<file path="src/rtl/aes_pkg.sv">
// Shared types for the AES job feeder: job record, feeder FSM states and block width.
package aes_pkg;

  localparam int AES_BLOCK_W = 128;

  typedef struct packed {
    logic [AES_BLOCK_W-1:0] pt;
    logic [AES_BLOCK_W-1:0] key;
  } aes_job_t;

  typedef enum logic [1:0] {
    IDLE,
    PRIME,
    RUN
  } feeder_state_e;

endpackage

</file>
<file path="src/rtl/aes_job_fifo.sv">
// Circular job FIFO (DEPTH x aes_job_t) with occupancy count and full/empty flags.
// The caller only pushes while not full; pops on empty are ignored.
module aes_job_fifo
  import aes_pkg::*;
#(
  parameter  int DEPTH = 16,
  localparam int AW    = $clog2(DEPTH)
) (
  input  logic          clk,
  input  logic          rstn,
  input  logic          push,
  input  aes_job_t      wdata,
  input  logic          pop,
  output aes_job_t      rdata,
  output logic [AW:0]   count,
  output logic          full,
  output logic          empty
);

  localparam logic [AW:0] FULL_CNT = (AW+1)'(DEPTH);

  aes_job_t      mem [DEPTH];
  logic [AW-1:0] wr_ptr;
  logic [AW-1:0] rd_ptr;
  logic          do_pop;

  assign full   = (count == FULL_CNT);
  assign empty  = (count == '0);
  assign do_pop = pop && !empty;
  assign rdata  = mem[rd_ptr];

  // NOTE: sequential state uses non-blocking assignments so every flop samples pre-edge values.
  always_ff @(posedge clk or negedge rstn) begin
    if (!rstn) begin
      wr_ptr <= '0;
      rd_ptr <= '0;
      count  <= '0;
    end else begin
      if (push)   wr_ptr <= wr_ptr + 1'b1;
      if (do_pop) rd_ptr <= rd_ptr + 1'b1;
      if (push && !do_pop)      count <= count + 1'b1;
      else if (!push && do_pop) count <= count - 1'b1;
    end
  end

  // NOTE: storage has no reset; the pointers alone define which entries are valid.
  always_ff @(posedge clk) begin
    if (push) mem[wr_ptr] <= wdata;
  end

  push_not_full: assert property (@(posedge clk) disable iff (!rstn) push |-> (count < FULL_CNT));

endmodule

</file>
<file path="src/rtl/aes_job_feeder.sv">
// Feeds (plain_text, cipher_key) jobs into the N-slowed AES core and gates done into res_valid.
// Optional AES_FEEDER_STATS_EN adds saturating job_cnt / bubble_cnt outputs.
module aes_job_feeder
  import aes_pkg::*;
#(
  parameter int N     = 4,
  parameter int DEPTH = 16
) (
  input  logic                   clk,
  input  logic                   rstn,
  input  logic                   in_valid,
  output logic                   in_ready,
  input  logic [AES_BLOCK_W-1:0] in_plain_text,
  input  logic [AES_BLOCK_W-1:0] in_cipher_key,
  output logic                   start,
  output logic [AES_BLOCK_W-1:0] plain_text,
  output logic [AES_BLOCK_W-1:0] cipher_key,
  input  logic                   done,
  output logic                   res_valid
`ifdef AES_FEEDER_STATS_EN
  ,
  output logic [31:0]            job_cnt,
  output logic [31:0]            bubble_cnt
`endif
);

  localparam int CW = $clog2(DEPTH) + 1;
  localparam int PW = $clog2(N);

  feeder_state_e state;
  logic [PW-1:0] prime_cnt;
  logic [N-1:0]  tags;       // one bit per in-flight core slot, 1 = bubble, [0] is oldest
  logic [CW-1:0] count;
  logic          full;
  logic          empty;
  logic          consume;
  logic          push;
  logic          pop;
  aes_job_t      head;
  aes_job_t      in_job;

  assign in_job.pt  = in_plain_text;
  assign in_job.key = in_cipher_key;

  // The core captures its inputs on every consume edge and cannot be stalled.
  assign consume    = start && ((state == PRIME) || done);
  assign push       = in_valid && in_ready;
  assign pop        = consume && !empty;
  assign in_ready   = !full;
  assign plain_text = empty ? '0 : head.pt;
  assign cipher_key = empty ? '0 : head.key;
  assign res_valid  = done && (state == RUN) && !tags[0];

  aes_job_fifo #(.DEPTH(DEPTH)) u_fifo (
    .clk   (clk),
    .rstn  (rstn),
    .push  (push),
    .wdata (in_job),
    .pop   (pop),
    .rdata (head),
    .count (count),
    .full  (full),
    .empty (empty)
  );

  always_ff @(posedge clk or negedge rstn) begin
    if (!rstn) begin
      state     <= IDLE;
      start     <= 1'b0;
      prime_cnt <= '0;
      tags      <= '0;
    end else begin
      // In RUN every consume coincides with a done, so the shift both retires and refills a slot.
      if (consume) tags <= {empty, tags[N-1:1]};
      case (state)
        IDLE: begin
          if (count >= CW'(N)) begin
            state     <= PRIME;
            start     <= 1'b1;
            prime_cnt <= '0;
          end
        end
        PRIME: begin
          if (consume) begin
            if (prime_cnt == PW'(N-1)) state <= RUN;
            else                       prime_cnt <= prime_cnt + 1'b1;
          end
        end
        RUN:     ;
        default: begin
          state <= IDLE;
          start <= 1'b0;
        end
      endcase
    end
  end

`ifdef AES_FEEDER_STATS_EN
  always_ff @(posedge clk or negedge rstn) begin
    if (!rstn) begin
      job_cnt    <= '0;
      bubble_cnt <= '0;
    end else if (consume) begin
      if (!empty && (job_cnt != '1))   job_cnt    <= job_cnt + 1'b1;
      if (empty && (bubble_cnt != '1)) bubble_cnt <= bubble_cnt + 1'b1;
    end
  end
`endif

endmodule
</file>
<file path="config.mk">
export PLATFORM = sky130hd
export DESIGN_NAME = aes_job_feeder
export DESIGN_NICKNAME = d
export VERILOG_FILES = /design/src/rtl/aes_pkg.sv /design/src/rtl/aes_job_fifo.sv /design/src/rtl/aes_job_feeder.sv
export SDC_FILE = /design/constraint.sdc
export NUM_CORES = 2
export LEC_CHECK = 0
export CELL_PAD_IN_SITES_DETAIL_PLACEMENT = 0
export CELL_PAD_IN_SITES_GLOBAL_PLACEMENT = 1
export CORE_MARGIN = 2
export CORE_UTILIZATION = 50
export CTS_BUF_LIST = sky130_fd_sc_hd__clkbuf_8
export DETAILED_ROUTE_END_ITERATION = 12
export PLACE_DENSITY_LB_ADDON = 0.1
export SYNTH_ARGS = -nofsm -noshare
export SYNTH_HDL_FRONTEND = slang
export SYNTH_SLANG_ARGS = --single-unit
</file>
<file path="constraint.sdc">
create_clock -name clk -period 23.8 [get_ports clk]
set_input_delay 4.76 -clock clk [delete_from_list [all_inputs] [get_ports clk]]
set_output_delay 4.76 -clock clk [all_outputs]
set_load 0.02 [all_outputs]
</file>
### Yosys cells after proc, flatten, opt, wreduce, memory -nomap -nowiden

Memory sizes are Yosys's and may differ from the RTL's.
Cells that the tools add are included.

* add/subtract/negate cells: 5
* multiply operators: 0
* div/mod/pow operators: 0
* order comparisons: 1
* equal/unequal tests: 8
* shift-type cells: 0
* mux-type cells: 16
* bitwise gates (word level): 2
* reductions and logical operators: 22

Operators with widths (count)
* 2-to-1 mux 128 bit: 2
* 2-to-1 mux 2 bit: 6
* 2-to-1 mux 5 bit: 2
* adder 4 x 1 -> 4 bit, second input constant: 2
* logical AND 1 bit: 8
* AND reduction 4 bit: 2
* != test 2 bit, second input constant: 3
* case mux 2 bit (3 select lines): 1
* adder 5 x 1 -> 5 bit, second input constant: 1
* equality test 5 bit, second input constant: 1
* greater-or-equal comparator 5 x 3 -> 1 bit, second input constant: 1
* zero test 1 bit: 5
* zero test 5 bit: 1
* subtractor 5 x 1 -> 5 bit, second input constant: 1
* equality test 2 bit, second input constant: 2
* case mux 2 bit (2 select lines): 1
* nonzero test 2 bit: 2
* 2-to-1 mux 1 bit: 3
* adder 2 x 1 -> 2 bit, second input constant: 1
* equality test 2 x 1 -> 1 bit, second input constant: 1
* zero test 2 bit: 1
* != test 2 x 1 -> 1 bit, second input constant: 1
* inverter 1 bit: 2
* case mux 1 bit (2 select lines): 1
* 3 further kinds: 3

* flip-flop bits (word level): 22
* bits in latches: 0
* memory bits (writable): 4096
* memory bits (read-only): 0
* output and inout port bits: 259
* word-level logic and storage cells: 62
* memories: 1

Memories
* u_fifo.mem: depth 16, bits a word 256, read ports 1, clocked after Yosys merged registers in 0, write ports 1, RTL line aes_job_fifo.sv:22 `aes_job_t mem [DEPTH];`

### Logic depth before layout (Yosys ltp)

* depth after elaboration: 8
* mapped depth: 12

### By module

A second synthesis with hierarchy kept.

* cell total of the unflattened synthesis: 7766
* area total of the unflattened synthesis: 158652.2 um2

By module, submodules not included
* aes_job_fifo: times used 1, cells each 7436, area an instance 156417.5 um2
* aes_job_feeder: times used 1, cells each 330, area an instance 2234.6 um2

### Worst setup path before layout

No wires, ideal clock.

* path kind: input to register
* start: input port in_valid
* end: memory u_fifo.mem[3][0] in the netlist's numbering, enable pin
* library setup time: 1.185 ns
* arrival: 22.728 ns
* data required time: 22.615 ns
* setup slack: -0.113 ns
* stages on the path: 4
* path buffers: 0
* cell sequence: inv_1 -> a31oi_1 -> nand2_1 -> nor3_1

* word-level cells in the longest chain between the ends: 3

RTL lines
* from (decl): RTL line aes_job_feeder.sv:11 `input logic in_valid,`
* logical AND 1 bit: RTL line aes_job_feeder.sv:47 `assign push = in_valid && in_ready;`
* named net push: RTL line aes_job_feeder.sv:37 `logic push;`
* 2-to-1 mux 1 bit: RTL line aes_job_fifo.sv:48 `if (push) mem[wr_ptr] <= wdata;`
* 2-to-1 mux 1 bit (implied by the code): RTL line aes_job_fifo.sv:48
* to (decl): RTL line aes_job_fifo.sv:22

The timed path passes the listed nets, and every way through them passes these cells.

### Worst setup path after layout

* start: register u_fifo.rd_ptr[0]
* end: output port plain_text[120]

* word-level cells in the longest chain between the ends: 2

RTL lines
* from (decl): RTL line aes_job_fifo.sv:24 `logic [AW-1:0] rd_ptr;`
* from (signal assigned): RTL line aes_job_fifo.sv:40 `if (do_pop) rd_ptr <= rd_ptr + 1'b1;`
* memory read (16 x 256 bit)
* 2-to-1 mux 128 bit: RTL line aes_job_feeder.sv:50 `assign plain_text = empty ? '0 : head.pt;`
* to (decl): RTL line aes_job_feeder.sv:16 `output logic [AES_BLOCK_W-1:0] plain_text,`

Every way passes these cells.

==> results.json <==
{
  "status": "finished clean",
  "synth.cell_area_mm2": 0.156,
  "yosysWarnings": 0,
  "drv_cap": 0,
  "placed_area_mm2": 0.166,
  "die_area_mm2": 0.316,
  "tightest_slew_ps": 1270,
  "swShare": 0.328,
  "r2r-start": "u_fifo.count[2]$_DFFE_PN0P_",
  "rsz0062_at_grt": "false",
  "tns_ps": 0,
  "ys.flop_type": "edfxtp_1",
  "hold_violations": 0,
  "initial_core_util": 0.503,
  "vias": 71819,
  "clk_latency_ps": 1180,
  "cts_hold_buffers": 0,
  "endpoint_kind": "primary output",
  "drv_slew": 0,
  "firstDrtPassIters": 5,
  "clkTransAtPathRegs_ps": 50,
  "synth-seq-cells": 4118,
  "synth_edf_count": 4096,
  "synth_nets": 6647,
  "arrival_ps": 7100,
  "cts_tree": "yes",
  "max_stage_delay_ps": 1110,
  "worstHoldStart": "tags[3]$_DFFE_PN0P_",
  "p_leak_nw": 57.2,
  "worstSetupStartpoint": "u_fifo.rd_ptr[0]$_DFFE_PN0P_",
  "coreArea_mm2": 0.309,
  "setup_viol": 0,
  "nets": 7650,
  "clock_skew_ps": 44.2,
  "h-tree-depth": 6,
  "finalPower_w": 0.0218,
  "crit_family": "buffers and inverters",
  "cts-root-buf": "clkbuf_8",
  "io_pins": 519,
  "ant_nets": 0,
  "final.min_clock_period_ps": 11860,
  "min_path_type": "reg2reg",
  "p_int_w": 0.0146,
  "post_cts_buffers": 0,
  "row_count": 204,
  "timing.critical_path.buf_inv": 5,
  "vdd_ir_drop_max_v": 0.0000975,
  "grt_pass1_vias": 76364,
  "place_hpwl_um": 188000,
  "startpoint_type": "flip-flop",
  "grt_antenna_before_repair": 85,
  "die_w_um": 562,
  "port_buffers": 518,
  "cp_max_fo": 48,
  "grt_pass1_wl_um": 539000,
  "cts_buffers": 672,
  "grtUsageTotal": 0.236,
  "ys_types": 39,
  "p_clk_frac": 0.253,
  "die_h_um": 562,
  "post_drt_via_cell_ratio": 5.98,
  "drc_errors": 0,
  "combPwrFrac": 0.337,
  "cp_slowest_cell": "dfrtp_4",
  "maxSlewHeadroom": 0.153,
  "power_per_cell_area_mw_per_mm2": 122,
  "grt_max_degree": 161,
  "routed_wirelength_um": 375000,
  "synth_seq_area_share": 0.793,
  "required_ps": 19040,
  "final_cell_area_mm2": 0.178,
  "clock-sinks": 4118,
  "synthCells": 6372,
  "place.gp.congestion": 0.725,
  "synthToLayoutAreaGrowth_pct": 14.2,
  "wl_per_cell_um": 31.2,
  "drive_gt1_frac": 0.252,
  "finish.utilization": 0.575,
  "cpMostUsedCell": "buf_4",
  "drtIter0Drc": 6467,
  "worstPathCellList": "buf_4 > buf_4 > buf_4 > buf_4 > mux4_2 > mux2i_1 > o22ai_1 > clkdlybuf4s50_1",
  "cts_resized": 0,
  "synth_area_per_cell_um2": 24.4,
  "ys_async_sr_fraction": 0.00534,
  "period_share": 0.498,
  "netSwitchingPower_w": 0.00714,
  "crit_type": "reg2out",
  "seqPwrFrac": 0.411,
  "clk_path_buf_depth": 4,
  "fmax_ghz": 0.0843,
  "grt_overflow": 0
}
-- state kept, by name, summed over array words and instances (netlist names) --
name           count
prime_cnt          2
start              1
state              2
tags               4
u_fifo.count       5
u_fifo.mem      4096
u_fifo.rd_ptr      4
u_fifo.wr_ptr      4
-- power by group through the flow --
stage,registers [W],logic (W),clock network (W)
finish,0.00894,0.00734,0.00550
global route,0.00899,0.00778,0.00597
CTS,0.00895,0.00751,0.00565
detailed placement,0.00910,0.00748,0
global placement,0.00906,0.00747,0
floorplan,0.00925,0.00473,0
-- cells in the mapped netlist (2+ instances only) --
| cell | count | area [um^2] |
|---|---|---|
| edfxtp_1 | 4096 | 123000 |
| buf_1 | 29 | 109 |
| nand4_1 | 2 | 12.5 |
| mux2_2 | 5 | 56.3 |
| mux4_2 | 1024 | 23100 |
| nor2b_1 | 3 | 18.8 |
| and3_1 | 2 | 12.5 |
| inv_1 | 10 | 37.5 |
| ha_1 | 14 | 175 |
| nand2_1 | 16 | 60.1 |
| dfrtp_1 | 22 | 551 |
| buf_2 | 143 | 716 |
| buf_6 | 3 | 33.8 |
| nand2b_1 | 3 | 18.8 |
| a21oi_1 | 3 | 15.0 |
| nand3_1 | 3 | 15.0 |
| nor3_1 | 7 | 35.0 |
| xnor2_1 | 7 | 61.3 |
| or3_1 | 2 | 12.5 |
| nor2_1 | 16 | 60.1 |
| o2111ai_1 | 2 | 17.5 |
| clkbuf_1 | 134 | 503 |
| xor2_1 | 2 | 17.5 |
| mux2i_1 | 512 | 5120 |
| o21ai_0 | 8 | 40.0 |
| o22ai_1 | 256 | 1600 |
| buf_4 | 36 | 270 |
-- worst reg2reg max path: stages, from the launching register on --
cell and delay, ps:
dfrtp_1 420, nor2_1 90, a31oi_1 680, nand2_1 490, nor2_4 650, buf_4 780
buf_4 850, buf_4 810
-- layer usage --
layer  share of wire  global-route usage  routed length [um]  vias to the layer above
li1                -                   -                   -                    29712
met1            0.41               0.319              153000                    39133
met2            0.50               0.395              189000                     2276
met3           0.065              0.0490               24200                      634
met4           0.022              0.0635                8070                       64
met5          0.0012                   0                 436                        -
-- final timing paths --
| path | to | slack, ps | depth (start not counted) |
|---|---|---|---|
| max | plain_text[120] | 11940 | 8 |
| min | tags[3]$_DFFE_PN0P_ | 490 | 2 |
| max reg2reg | u_fifo.mem[15][241]$_DFFE_PP_ | 18610 | 7 |
| min reg2reg | tags[3]$_DFFE_PN0P_ | 490 | 2 |
| max in group asynchronous | u_fifo.rd_ptr[1]$_DFFE_PN0P_ | 19530 | 2 |
| min in group asynchronous | prime_cnt[1]$_DFFE_PN0P_ | 3980 | 2 |
-- per-stage QoR --
step	std cells	hold slack [ps]	worst slack (ps)
after floorplan	6372	446	6780
after global placement	10821	489	12830
after detailed placement	10821	477	12790
after CTS	11998	494	11480
after global routing	12008	522	11220
final	12019	490	11940
-- cell families (layout without fill, tap and decap cells) --
group,after synthesis,in the layout,synth area share
DFF,4118,4118,0.793
muxes,1541,1541,0.181
buffers and inverters,355,1861,0.0107
AOI/OAI and AO/OA,278,278,0.0112
and+or+nand+nor,56,56,0.00166
adders and majority gates,15,15,0.00125
xor gates and xnor gates,9,9,0.000506
other,0,21,0
-- cell usage in the layout (no fill, tap or decap), drive strengths merged, types with 22 or more instances in the layout --
cell type,netlist,routed
o22ai,256,256
inv,10,292
mux2i,512,512
buf,211,156
clkinv,0,203
dfrtp,22,22
clkdlybuf4s50,0,518
edfxtp,4096,4096
clkbuf,134,677
mux4,1024,1024
-- cell type report --
cell class	count	area [um^2]
sequential	4118	124000
inverter	10	37.5
timing repair buffer	674	6530
tap	4120	5150
multi-input combinational	1899	30700
antenna	21	52.6
clock buffer	677	9320
fill	22723	131000
clock inverter	500	2540
No activity file was read; power rests on OpenSTA's default activity.
